$ cat src/rtl/barrel_rotl_pipe_pkg.sv
// Shared constants for the pipelined left rotator/shifter.
// Mode encodings and per-stage shift distances live here so stage wiring and the bench agree.
package barrel_rotl_pipe_pkg;
    localparam int WIDTH_DEF = 8;
    localparam int SHW_DEF   = 3;

    localparam logic MODE_ROTL = 1'b0;
    localparam logic MODE_SHL  = 1'b1;

    localparam int DIST_S2 = 4;
    localparam int DIST_S1 = 2;
    localparam int DIST_S0 = 1;
endpackage

$ cat src/rtl/barrel_rotl_pipe_stage.sv
// One registered log-stage: conditionally moves the operand left by DIST on capture
// and forwards the amount/mode so later stages can apply their own bit.
module rotl_stage
    import barrel_rotl_pipe_pkg::*;
#(
    parameter int WIDTH = WIDTH_DEF,
    parameter int SHW   = SHW_DEF,
    parameter int DIST  = 1
) (
    input  logic             clk,
    input  logic             rst_n,
    input  logic             up_valid,
    output logic             up_ready,
    input  logic [WIDTH-1:0] up_data,
    input  logic [SHW-1:0]   up_amt,
    input  logic             up_mode,
    input  logic             dn_ready,
    output logic             vld,
    output logic [WIDTH-1:0] data,
    output logic [SHW-1:0]   amt,
    output logic             mode
);
    localparam int BIT = $clog2(DIST);

    logic [WIDTH-1:0] shifted;
    logic [WIDTH-1:0] moved;

    assign shifted = up_data << DIST;

    always_comb begin
        moved = up_data;
        if (up_amt[BIT]) begin
            // Rotate wraps the bits pushed out of the top back into the vacated low bits.
            moved = (up_mode == MODE_SHL) ? shifted : (shifted | (up_data >> (WIDTH - DIST)));
        end
    end

    // The slot may refill when it is empty or its occupant leaves this cycle.
    assign up_ready = ~vld | dn_ready;

    always_ff @(posedge clk or negedge rst_n) begin
        if (!rst_n) begin
            vld  <= 1'b0;
            data <= '0;
            amt  <= '0;
            mode <= 1'b0;
        end else if (up_ready) begin
            vld <= up_valid;
            if (up_valid) begin
                data <= moved;
                amt  <= up_amt;
                mode <= up_mode;
            end
        end
    end
endmodule

$ cat src/rtl/barrel_rotl_pipe.sv
// Three-stage (4, 2, 1) pipelined left rotator / logical left shifter with valid/ready on
// both sides; the ready chain is combinational so empty slots pass readiness upstream.
module barrel_rotl_pipe
    import barrel_rotl_pipe_pkg::*;
#(
    parameter int WIDTH = WIDTH_DEF,
    parameter int SHW   = $clog2(WIDTH)
) (
    input  logic             clk,
    input  logic             rst_n,
    input  logic             in_valid,
    output logic             in_ready,
    input  logic [WIDTH-1:0] in_data,
    input  logic [SHW-1:0]   in_amt,
    input  logic             in_mode,
    output logic             out_valid,
    input  logic             out_ready,
    output logic [WIDTH-1:0] out_data
);
    logic             v2, v1;
    logic [WIDTH-1:0] d2, d1;
    logic [SHW-1:0]   a2, a1;
    logic             m2, m1;
    logic             s1_ready, s0_ready;

    // The final stage's amount/mode have no consumer once the last bit is applied.
    logic [SHW-1:0]   unused_amt0;
    logic             unused_mode0;

    rotl_stage #(.WIDTH(WIDTH), .SHW(SHW), .DIST(DIST_S2)) u_s2 (
        .clk      (clk),
        .rst_n    (rst_n),
        .up_valid (in_valid),
        .up_ready (in_ready),
        .up_data  (in_data),
        .up_amt   (in_amt),
        .up_mode  (in_mode),
        .dn_ready (s1_ready),
        .vld      (v2),
        .data     (d2),
        .amt      (a2),
        .mode     (m2)
    );

    rotl_stage #(.WIDTH(WIDTH), .SHW(SHW), .DIST(DIST_S1)) u_s1 (
        .clk      (clk),
        .rst_n    (rst_n),
        .up_valid (v2),
        .up_ready (s1_ready),
        .up_data  (d2),
        .up_amt   (a2),
        .up_mode  (m2),
        .dn_ready (s0_ready),
        .vld      (v1),
        .data     (d1),
        .amt      (a1),
        .mode     (m1)
    );

    rotl_stage #(.WIDTH(WIDTH), .SHW(SHW), .DIST(DIST_S0)) u_s0 (
        .clk      (clk),
        .rst_n    (rst_n),
        .up_valid (v1),
        .up_ready (s0_ready),
        .up_data  (d1),
        .up_amt   (a1),
        .up_mode  (m1),
        .dn_ready (out_ready),
        .vld      (out_valid),
        .data     (out_data),
        .amt      (unused_amt0),
        .mode     (unused_mode0)
    );
endmodule

$ cat config.mk
export PLATFORM = sky130hd
export DESIGN_NAME = barrel_rotl_pipe
export DESIGN_NICKNAME = d
export VERILOG_FILES = /design/src/rtl/barrel_rotl_pipe_pkg.sv /design/src/rtl/barrel_rotl_pipe_stage.sv /design/src/rtl/barrel_rotl_pipe.sv
export SDC_FILE = /design/constraint.sdc
export NUM_CORES = 1
export LEC_CHECK = 0
export BUFFER_PORTS_ARGS = -buffer_cell sky130_fd_sc_hd__buf_2
export CAP_MARGIN = 20
export CORE_MARGIN = 2
export CORE_UTILIZATION = 40
export DETAILED_ROUTE_END_ITERATION = 7
export GPL_TIMING_DRIVEN = 0
export PLACE_DENSITY = 0.67
export SLEW_MARGIN = 15
export SYNTH_ARGS = -nofsm -noshare
export SYNTH_HDL_FRONTEND = slang
export SYNTH_SLANG_ARGS = --single-unit
$ cat constraint.sdc
create_clock -name clk -period 1.37 [get_ports clk]
set_input_delay 0.2055 -clock clk [delete_from_list [all_inputs] [get_ports clk]]
set_output_delay 0.2055 -clock clk [all_outputs]
set_load 0.05 [all_outputs]
==> After elaboration in Yosys (flattened, before gate mapping) <==
Index checks and enable logic that the tools add are counted.
{ "classes": {"n_div": 0, "n_lt_le_gt_ge": 0, "n_reduce_logical": 3, "add_sub_neg": 0, "eq_ne": 0, "muxes": 6, "shifts": 0, "mul": 0, "bitwise": 9} }
{ "ops": {"columns": ["cell", "count"], "rows": [
  ["$mux 8", 6],
  ["$or 8x1->8", 1],
  ["$or 8x2->8", 1],
  ["$or 8x4->8", 1],
  ["$reduce_and 2->1", 3],
  ["$not 1->1", 3],
  ["$or 1x1->1", 3]
]} }
{ "word_totals": {"romBits": 0, "word_cells": 28, "latch_bits": 0, "memories": 0, "reg_bits": 32, "inputBits": 16, "output_inout_bits": 10, "ramBits": 0} }

==> Depth between registers and ports, before layout <==
Gate-level depths: netlist of run 1.
{ "depth": {"depth_word": 5, "mapped_depth": 5, "mapped_depth_nobuf": 3} }

==> Hierarchy <==
From an unflattened synthesis of run 1, not the netlist that was laid out.
{ "hier_totals": {"cells_unflattened": 152, "area_unflattened_um2": 1859.3} }
{ "by_module_without_submodules": {"columns": ["module", "area_per_inst_um2", "cells_each", "seq_area_each_um2", "instances"], "rows": [
  ["rotl_stage (u_s2)", 630.6, 52, 325.3, 1],
  ["rotl_stage (u_s1)", 619.3, 51, 325.3, 1],
  ["rotl_stage (u_s0)", 609.3, 49, 325.3, 1]
]} }

==> Least setup slack after synthesis of run 1 <==
Ideal clock, no wire load.
{ "synth_timing": {"kind": "register -> register", "start": "register u_s0.vld", "end": "register u_s1.amt[0]", "path_slack_ns": -0.243, "path_stages_with_launch": 5, "n_path_buf": 1, "t_arrival_ns": 1.488, "period_less_slack_ns": 1.613, "required_time_ns": 1.245, "setup_ns": 0.125, "path_cell_list": "dfrtp_1 nand2b_4 buf_6 o21ai_4 mux2_2"} }
{ "synth_between": {"elab_chain_len": 4} }
{ "synth_rtl": {"columns": ["element", "line_no", "text"], "rows": [
  ["from (decl)", "barrel_rotl_pipe_stage.sv:18", "output logic vld,"],
  ["from (signal assigned)", "barrel_rotl_pipe_stage.sv:48", "vld <= up_valid;"],
  ["$not 1->1", "barrel_rotl_pipe_stage.sv:39", "assign up_ready = ~vld | dn_ready;"],
  ["$or 1x1->1 (2 in a row)", "barrel_rotl_pipe_stage.sv:39", null],
  ["$reduce_and 2->1 (no source line)", null, null],
  ["to (signal assigned)", "barrel_rotl_pipe_stage.sv:51", "amt <= up_amt;"],
  ["to (decl)", "barrel_rotl_pipe_stage.sv:20", "output logic [SHW-1:0] amt,"]
]} }
No other way between the ends.
A chain may end at the register's enable or synchronous reset.

==> Worst setup path in the final report of run 1 <==
{ "layout_timing": {"start": "register u_s1.vld", "end": "output in_ready"} }
{ "layout_between": {"elab_chain_len": 3} }
{ "layout_rtl": {"columns": ["element", "line_no", "text"], "rows": [
  ["from (decl)", "barrel_rotl_pipe_stage.sv:18", null],
  ["from (signal assigned)", "barrel_rotl_pipe_stage.sv:48", null],
  ["$not 1->1", "barrel_rotl_pipe_stage.sv:39", null],
  ["$or 1x1->1 (2 in a row)", "barrel_rotl_pipe_stage.sv:39", null],
  ["to (decl)", "barrel_rotl_pipe.sv:12", "output logic in_ready,"]
]} }
No other way between the ends.

==> results.ini, run 1 <==
[sta]
final_min_period_over_clock_period=1.02
rsz_0062_raised_after_global_routing=true
report.final.setup_viol=1
hold_viol=0
timing.setup.tns_ns=-0.0233
final-max-slew-violation-count=0
relSlewSlack=0.545
final.setup_skew_ns=0.00513
final.hold.worst_slack_ns=0.154
final_critical_path_setup_slack_ns=-0.0233
post-route-min-period_ns=1.39
fmaxAchievable_mhz=718
timing_worst_slew_pin_value_ns=0.682

[cells_and_area]
multi_input_comb_area_um2=721
layout_commonest_cell=dfrtp_1
layout.filler_cells=328
fin_util=0.547
antenna_cells_inserted=0
finalNonFillerCells=208
area_delta_synth_final_pct=32.1
post_route_cells_drive_above_1_share=0.456
final_cell_area_um2=2000
mostFrequentLayoutCells=dfrtp_1, buf_2, a21oi_1
design.final.nets=175
seqCellArea_um2=802

[grt]
grt-ovfl-total=0
grt_util_all_layers=0.149
grt_max_degree=33
globalRouteMet3Util=0.0548
antenna_found_initial=0
wire_length_of_the_first_global_routing_pass_um=4740
first_global_vias=1081
grt-busiest-layer=met2
grt.met1_usage=0.168
met2_routing_resource_usage_after_global_routing=0.254

[clock_network]
clkLatencyLatePin_ns=0.28
tritoncts.num_buffers=5
cts.sink_count=32
ctsHtreeMaxLevel=2
clock_tree_from_tritoncts=yes
clkSlewWorstSetupHoldPaths_ns=0.07
cts-root-to-sink-buffers=2
master_cell_of_the_clock_root_buffer=clkbuf_8

[critical_path]
worst-endpoint-arrival_ns=1.19
critPathKind=flip-flop to output port
worstSetupStartpointType=flip-flop
required_ns=1.16
startpoint=u_s1.vld$_DFFE_PN0P_
worst-path-max-fanout=3
r2r_start=u_s0.vld$_DFFE_PN0P_
worst_setup_path_end_kind=output port

[power]
power.density_cell_area_nw_per_um2=1800
cellLeakagePower_nw=0.964
worst_ir_drop_vdd_uv=1140

[synthesis]
synth_seq_area_share=0.528
synthTopCellsByArea=dfrtp_1, mux2_2, mux2i_1, a21oi_1, a22o_1
netlist_instances=123
syn_area_per_cell_um2=12.3
synth_top_cell_area_share=0.528
mappedNetlistArea_um2=1520
synth-warning-count=0
yosys.area.top_type=dfrtp_1
synthDistinctLibCells=23
number_of_nets_in_the_synthesized_netlist=139
ys_seq_elements=32

[floorplanning]
fp.dieW_um=65.5
initial_core_util=0.414
die-height_um=65.5
floorplan.die_area_um2=4300
core-area_um2=3660
num_io_pins=26
core.rowCount=22

[drt]
antenna_violating_nets_post_route=0
totalWireLength_um=2860
drt_first_pass_iters=4
via_count=1064
detail_route.iter0.violations=26
remaining_drc_errors=0
via_per_inst=5.12
drt-wirelength-per-cell_um=13.7

[job]
maxCapViolations=0

[place]
port_buffers=23
post_dp_cell_area_um2=1690
post-place-cells=194
place_congestion=0.726
detailed_place_hpwl_um=2030

[status]
run_status=finished, violations left
failing_checks=negative setup slack

[worst_hold_path]
worstHoldStart=in_amt[1]
worst_min_path_class=input pin to flip-flop

[repair_timing]
action | 4_1_cts | 5_1_grt
gates cloned | 0 | 1
resized for setup | 6 | 21
hold buffers | 1 | 0
setup endpoints to repair | 11 | 19
setup buffers | 4 | 1
endpoints found under the hold margin | 32 | 0
pin swaps | 2 | 2
[state kept, by name, indices dropped and copies added (netlist names), 2 cells and up]
name,cells
u_s1.data,8
u_s0.data,8
u_s2.amt,2
u_s2.data,8
[final timing paths]
path / to / slack [ns] / depth (start not counted)
max: in_ready / -0.02 / 4
min: u_s2.amt[1]$_DFFE_PN0P_ / 0.15 / 2
max reg2reg: u_s1.data[2]$_DFFE_PN0P_ / 0.01 / 5
min reg2reg: u_s0.data[0]$_DFFE_PN0P_ / 0.51 / 1
max in group asynchronous: u_s0.vld$_DFFE_PN0P_ / 0.39 / 2
min in group asynchronous: u_s0.data[5]$_DFFE_PN0P_ / 0.50 / 2
[cells in the mapped netlist]
cell type  instances
and2_2             1
o21bai_1           1
buf_6              1
mux2_2            24
a31oi_1            4
o22ai_1            2
nand2b_1           1
mux2i_1           11
buf_4              1
a21oi_1           18
a22o_1             3
nand3b_1           2
nand2_1            3
o21ai_4            1
o21ai_0            2
nand2b_4           1
buf_2              5
nand2_2            1
dfrtp_1           32
nand4b_1           1
nor2b_1            1
inv_1              6
clkbuf_2           1
[cells by family after synthesis]
logic type / count (synthesis) / share of synthesized area
buffers and inverters: 14 / 0.0471
AO/OA/AOI/OAI: 31 / 0.124
flip-flops: 32 / 0.528
AND/OR/NAND/NOR: 11 / 0.0496
multiplexers: 35 / 0.251
[where the power goes]
group	total [mW]	leakage [nW]	switching (mW)	internal, mW
Sequential	1.37	0.371	0.171	1.20
Clock	0.973	0.0645	0.331	0.641
Combinational	1.27	0.528	0.725	0.542
[worst max-delay path, cell delays in order (launching register included)]
cell	delay (ns)
dfrtp_1	0.34
buf_6	0.10
nand4b_1	0.16
buf_6	0.17
buf_8	0.14
[metal layers]
metal / wire [um] / part of all wire / vias to the layer above
met1: 1230 / 0.43 / 521
met2: 1420 / 0.50 / 26
met5: 0 / 0 / -
met3: 154 / 0.054 / 5
met4: 54 / 0.019 / 0
li1: - / - / 512
[metrics by stage]
step / power, mW / setup slack (ns)
6_report: 3.61 / -0.0233
5_1_grt: 3.81 / -0.0967
4_1_cts: 3.53 / -0.0243
3_5_place_dp: 2.50 / -0.0205
3_3_place_gp: 2.46 / 0.00301
2_1_floorplan: 2.22 / -0.0964
[area by class of cell]
class	instances	share of cell area
Buffer	7	0.0300
Inverter	6	0.0113
Clock inverter	1	0.0150
Multi-Input combinational cell	77	0.360
Timing Repair Buffer	30	0.105
Sequential cell	32	0.401
Tap cell	48	0.0300
Clock buffer	7	0.0481
(Power assumes the default switching activity.)
==> run 2, diff against run 1 <==
--- a/config.mk
+++ b/config.mk
@@ -11,7 +11,7 @@
 export CORE_UTILIZATION = 40
 export DETAILED_ROUTE_END_ITERATION = 7
 export GPL_TIMING_DRIVEN = 0
-export PLACE_DENSITY = 0.67
+export PLACE_DENSITY = 0.64
 export SLEW_MARGIN = 15
 export SYNTH_ARGS = -nofsm -noshare
 export SYNTH_HDL_FRONTEND = slang
==> results.ini, run 2 (same netlist as run 1, synthesis figures left out) <==
[cells_and_area]
fin_util=0.537  ; was 0.547
antenna_cells_inserted=0  ; unchanged
design.final.nets=176  ; was 175
post_route_cells_drive_above_1_share=0.466  ; was 0.456
mostFrequentLayoutCells=dfrtp_1, buf_2, a21oi_1  ; unchanged
top_regs=u_s0.data: 8 flops, u_s1.data: 8 flops, u_s2.data: 8 flops  ; unchanged
area_delta_synth_final_pct=29.8  ; was 32.1%
final_cell_area_um2=1970  ; was 2000 um^2
layout_commonest_cell=dfrtp_1  ; unchanged

[floorplanning]
num_io_pins=26  ; unchanged
core-area_um2=3660  ; unchanged
initial_core_util=0.414  ; unchanged
fp.dieW_um=65.5  ; unchanged
core.rowCount=22  ; unchanged
die-height_um=65.5  ; unchanged
floorplan.die_area_um2=4300  ; unchanged

[sta]
final.hold.worst_slack_ns=0.163  ; was 0.154 ns
final_min_period_over_clock_period=1.02  ; about the same
final.setup_skew_ns=0.00190  ; was 0.00513 ns
relSlewSlack=0.544  ; was 0.545
final_critical_path_setup_slack_ns=-0.0261  ; was -0.0233 ns
report.final.setup_viol=1  ; unchanged
timing_worst_slew_pin_value_ns=0.684  ; was 0.682 ns
fmaxAchievable_mhz=716  ; was 718 MHz
rsz_0062_raised_after_global_routing=true  ; unchanged
post-route-min-period_ns=1.40  ; was 1.39 ns
final-max-slew-violation-count=0  ; unchanged
hold_viol=0  ; unchanged

[worst_hold_path]
worst_min_path_class=input pin to flip-flop  ; unchanged
worstHoldPathCells=2  ; unchanged
worstHoldStart=in_amt[1]  ; unchanged
hold_path_end=u_s2.amt[1]$_DFFE_PN0P_  ; unchanged

[critical_path]
critical_path.max_stage_delay_ns=0.41  ; was 0.34 ns
crit_path_cell_trace=nand4b_1 -> buf_6 -> buf_8  ; was buf_6 -> nand4b_1 -> buf_6 -> buf_8
rrSetupSlack_ns=0.02  ; was 0.01 ns
cell_type_of_the_slowest_stage_on_the_worst_timing_path=dfrtp_1  ; unchanged
r2r_start=u_s0.vld$_DFFE_PN0P_  ; unchanged
critPathKind=flip-flop to output port  ; unchanged
r2r-end=u_s1.data[7]$_DFFE_PN0P_  ; was u_s1.data[2]$_DFFE_PN0P_
worst-endpoint-arrival_ns=1.19  ; about the same
required_ns=1.16  ; about the same
worst-path-max-fanout=3  ; unchanged
r2r.worst_path.cells=5  ; unchanged
worst_setup_path_end_kind=output port  ; unchanged
worstSetupStartpointType=flip-flop  ; unchanged

[clock_network]
ctsHtreeMaxLevel=2  ; unchanged
clkSlewWorstSetupHoldPaths_ns=0.06  ; was 0.07 ns
tritoncts.num_buffers=5  ; unchanged
cts.sink_count=32  ; unchanged
master_cell_of_the_clock_root_buffer=clkbuf_8  ; unchanged
cts-root-to-sink-buffers=2  ; unchanged
clkLatencyLatePin_ns=0.28  ; about the same
clock_tree_from_tritoncts=yes  ; unchanged

[power]
cell_internal_pwr_mw=2.14  ; was 2.38 mW
clock_power_share=0.217  ; was 0.269
combinationalPowerShare=0.375  ; was 0.351
worst_ir_drop_vdd_uv=641  ; was 1140 uV
switching_share=0.363  ; was 0.340
seqPwrFrac=0.408  ; was 0.380
p_sw_mw=1.22  ; was 1.23 mW
power.density_cell_area_nw_per_um2=1710  ; was 1800 nW/um^2
power_mw=3.36  ; was 3.61 mW
cellLeakagePower_nw=0.951  ; was 0.964 nW

[place]
port_buffers=23  ; unchanged
place_congestion=0.756  ; was 0.726
detailed_place_hpwl_um=1960  ; was 2030 um
post_dp_cell_area_um2=1690  ; unchanged
preCtsSetupSlack_ns=-0.0419  ; was -0.0205 ns

[drt]
antenna_violating_nets_post_route=0  ; unchanged
remaining_drc_errors=0  ; unchanged
drt-wirelength-per-cell_um=13.5  ; was 13.7 um
detail_route.iter0.violations=44  ; was 26
via_count=1015  ; was 1,064
totalWireLength_um=2820  ; was 2860 um
drt_first_pass_iters=4  ; unchanged
via_per_inst=4.86  ; was 5.12

[grt]
grt-ovfl-total=0  ; unchanged
wire_length_of_the_first_global_routing_pass_um=4750  ; was 4740 um
grt_max_degree=33  ; unchanged
grt_util_all_layers=0.153  ; was 0.149
first_global_vias=1058  ; was 1,081
antenna_found_initial=0  ; unchanged

[job]
maxCapViolations=0  ; unchanged

[status]
failing_checks=negative setup slack  ; unchanged
run_status=finished, violations left  ; unchanged

==> run 2: timing repair <==
action / 4_1_cts / 5_1_grt
cloned: 0 / 1
hold buffers: 1 / 0
setup endpoints to repair: 11 / 17
resized for setup: 6 / 21
hold endpoints to repair: 32 / 0
pin swaps: 2 / 1
setup buffers: 4 / 2
==> run 2: power groups by stage <==
stage,Clock [mW],Combinational (mW),Sequential (mW)
6_report,0.729,1.26,1.37
4_1_cts,0.763,1.15,1.36
3_3_place_gp,0,1.09,1.36
2_1_floorplan,0,0.512,1.71
5_1_grt,0.824,1.35,1.40
3_5_place_dp,0,1.11,1.38
==> run 2: layout make-up <==
class	instances	area, um^2
Fill cell	332	1690
Clock inverter	2	10.0
Buffer	7	51.3
Clock buffer	6	82.6
Timing Repair Buffer	31	218
Multi-Input combinational cell	77	721
Sequential cell	32	802
Inverter	6	22.5
Tap cell	48	60.1
==> run 2: through the flow <==
stage / instances / setup TNS, ns
after detailed placement: 194 / -0.293
final: 209 / -0.0261
after floorplan: 123 / -0.964
after global routing: 209 / -0.280
after global placement: 194 / 0
after CTS: 207 / -0.0214
==> run 2: routing by layer <==
metal	vias up	global-route usage	wire, um
met5	-	0	0
met2	26	0.249	1380
met3	2	0.0616	139
met1	475	0.173	1280
met4	0	0.0781	24
li1	512	-	-
==> run 2: worst max path at each step <==
stage | startpoint | endpoint | slack [ns] | cells after the start
after global placement | u_s1.vld$_DFFE_PN0P_ | in_ready | 0.004 | 4
after detailed placement | u_s1.vld$_DFFE_PN0P_ | u_s1.data[5]$_DFFE_PN0P_ | -0.04 | 4
final | u_s2.vld$_DFFE_PN0P_ | in_ready | -0.03 | 3
after floorplan | u_s0.vld$_DFFE_PN0P_ | u_s1.amt[0]$_DFFE_PN0P_ | -0.1 | 4
after CTS | u_s2.vld$_DFFE_PN0P_ | in_ready | -0.02 | 3
after global routing | u_s2.vld$_DFFE_PN0P_ | in_ready | -0.09 | 3
==> run 2: critical path: cells and delay by family, from the launching register on <==
kind / cells / cell delay, ns
flip-flops: 1 / 0.41
buffers and inverters: 2 / 0.31
AND/OR/NAND/NOR: 1 / 0.19
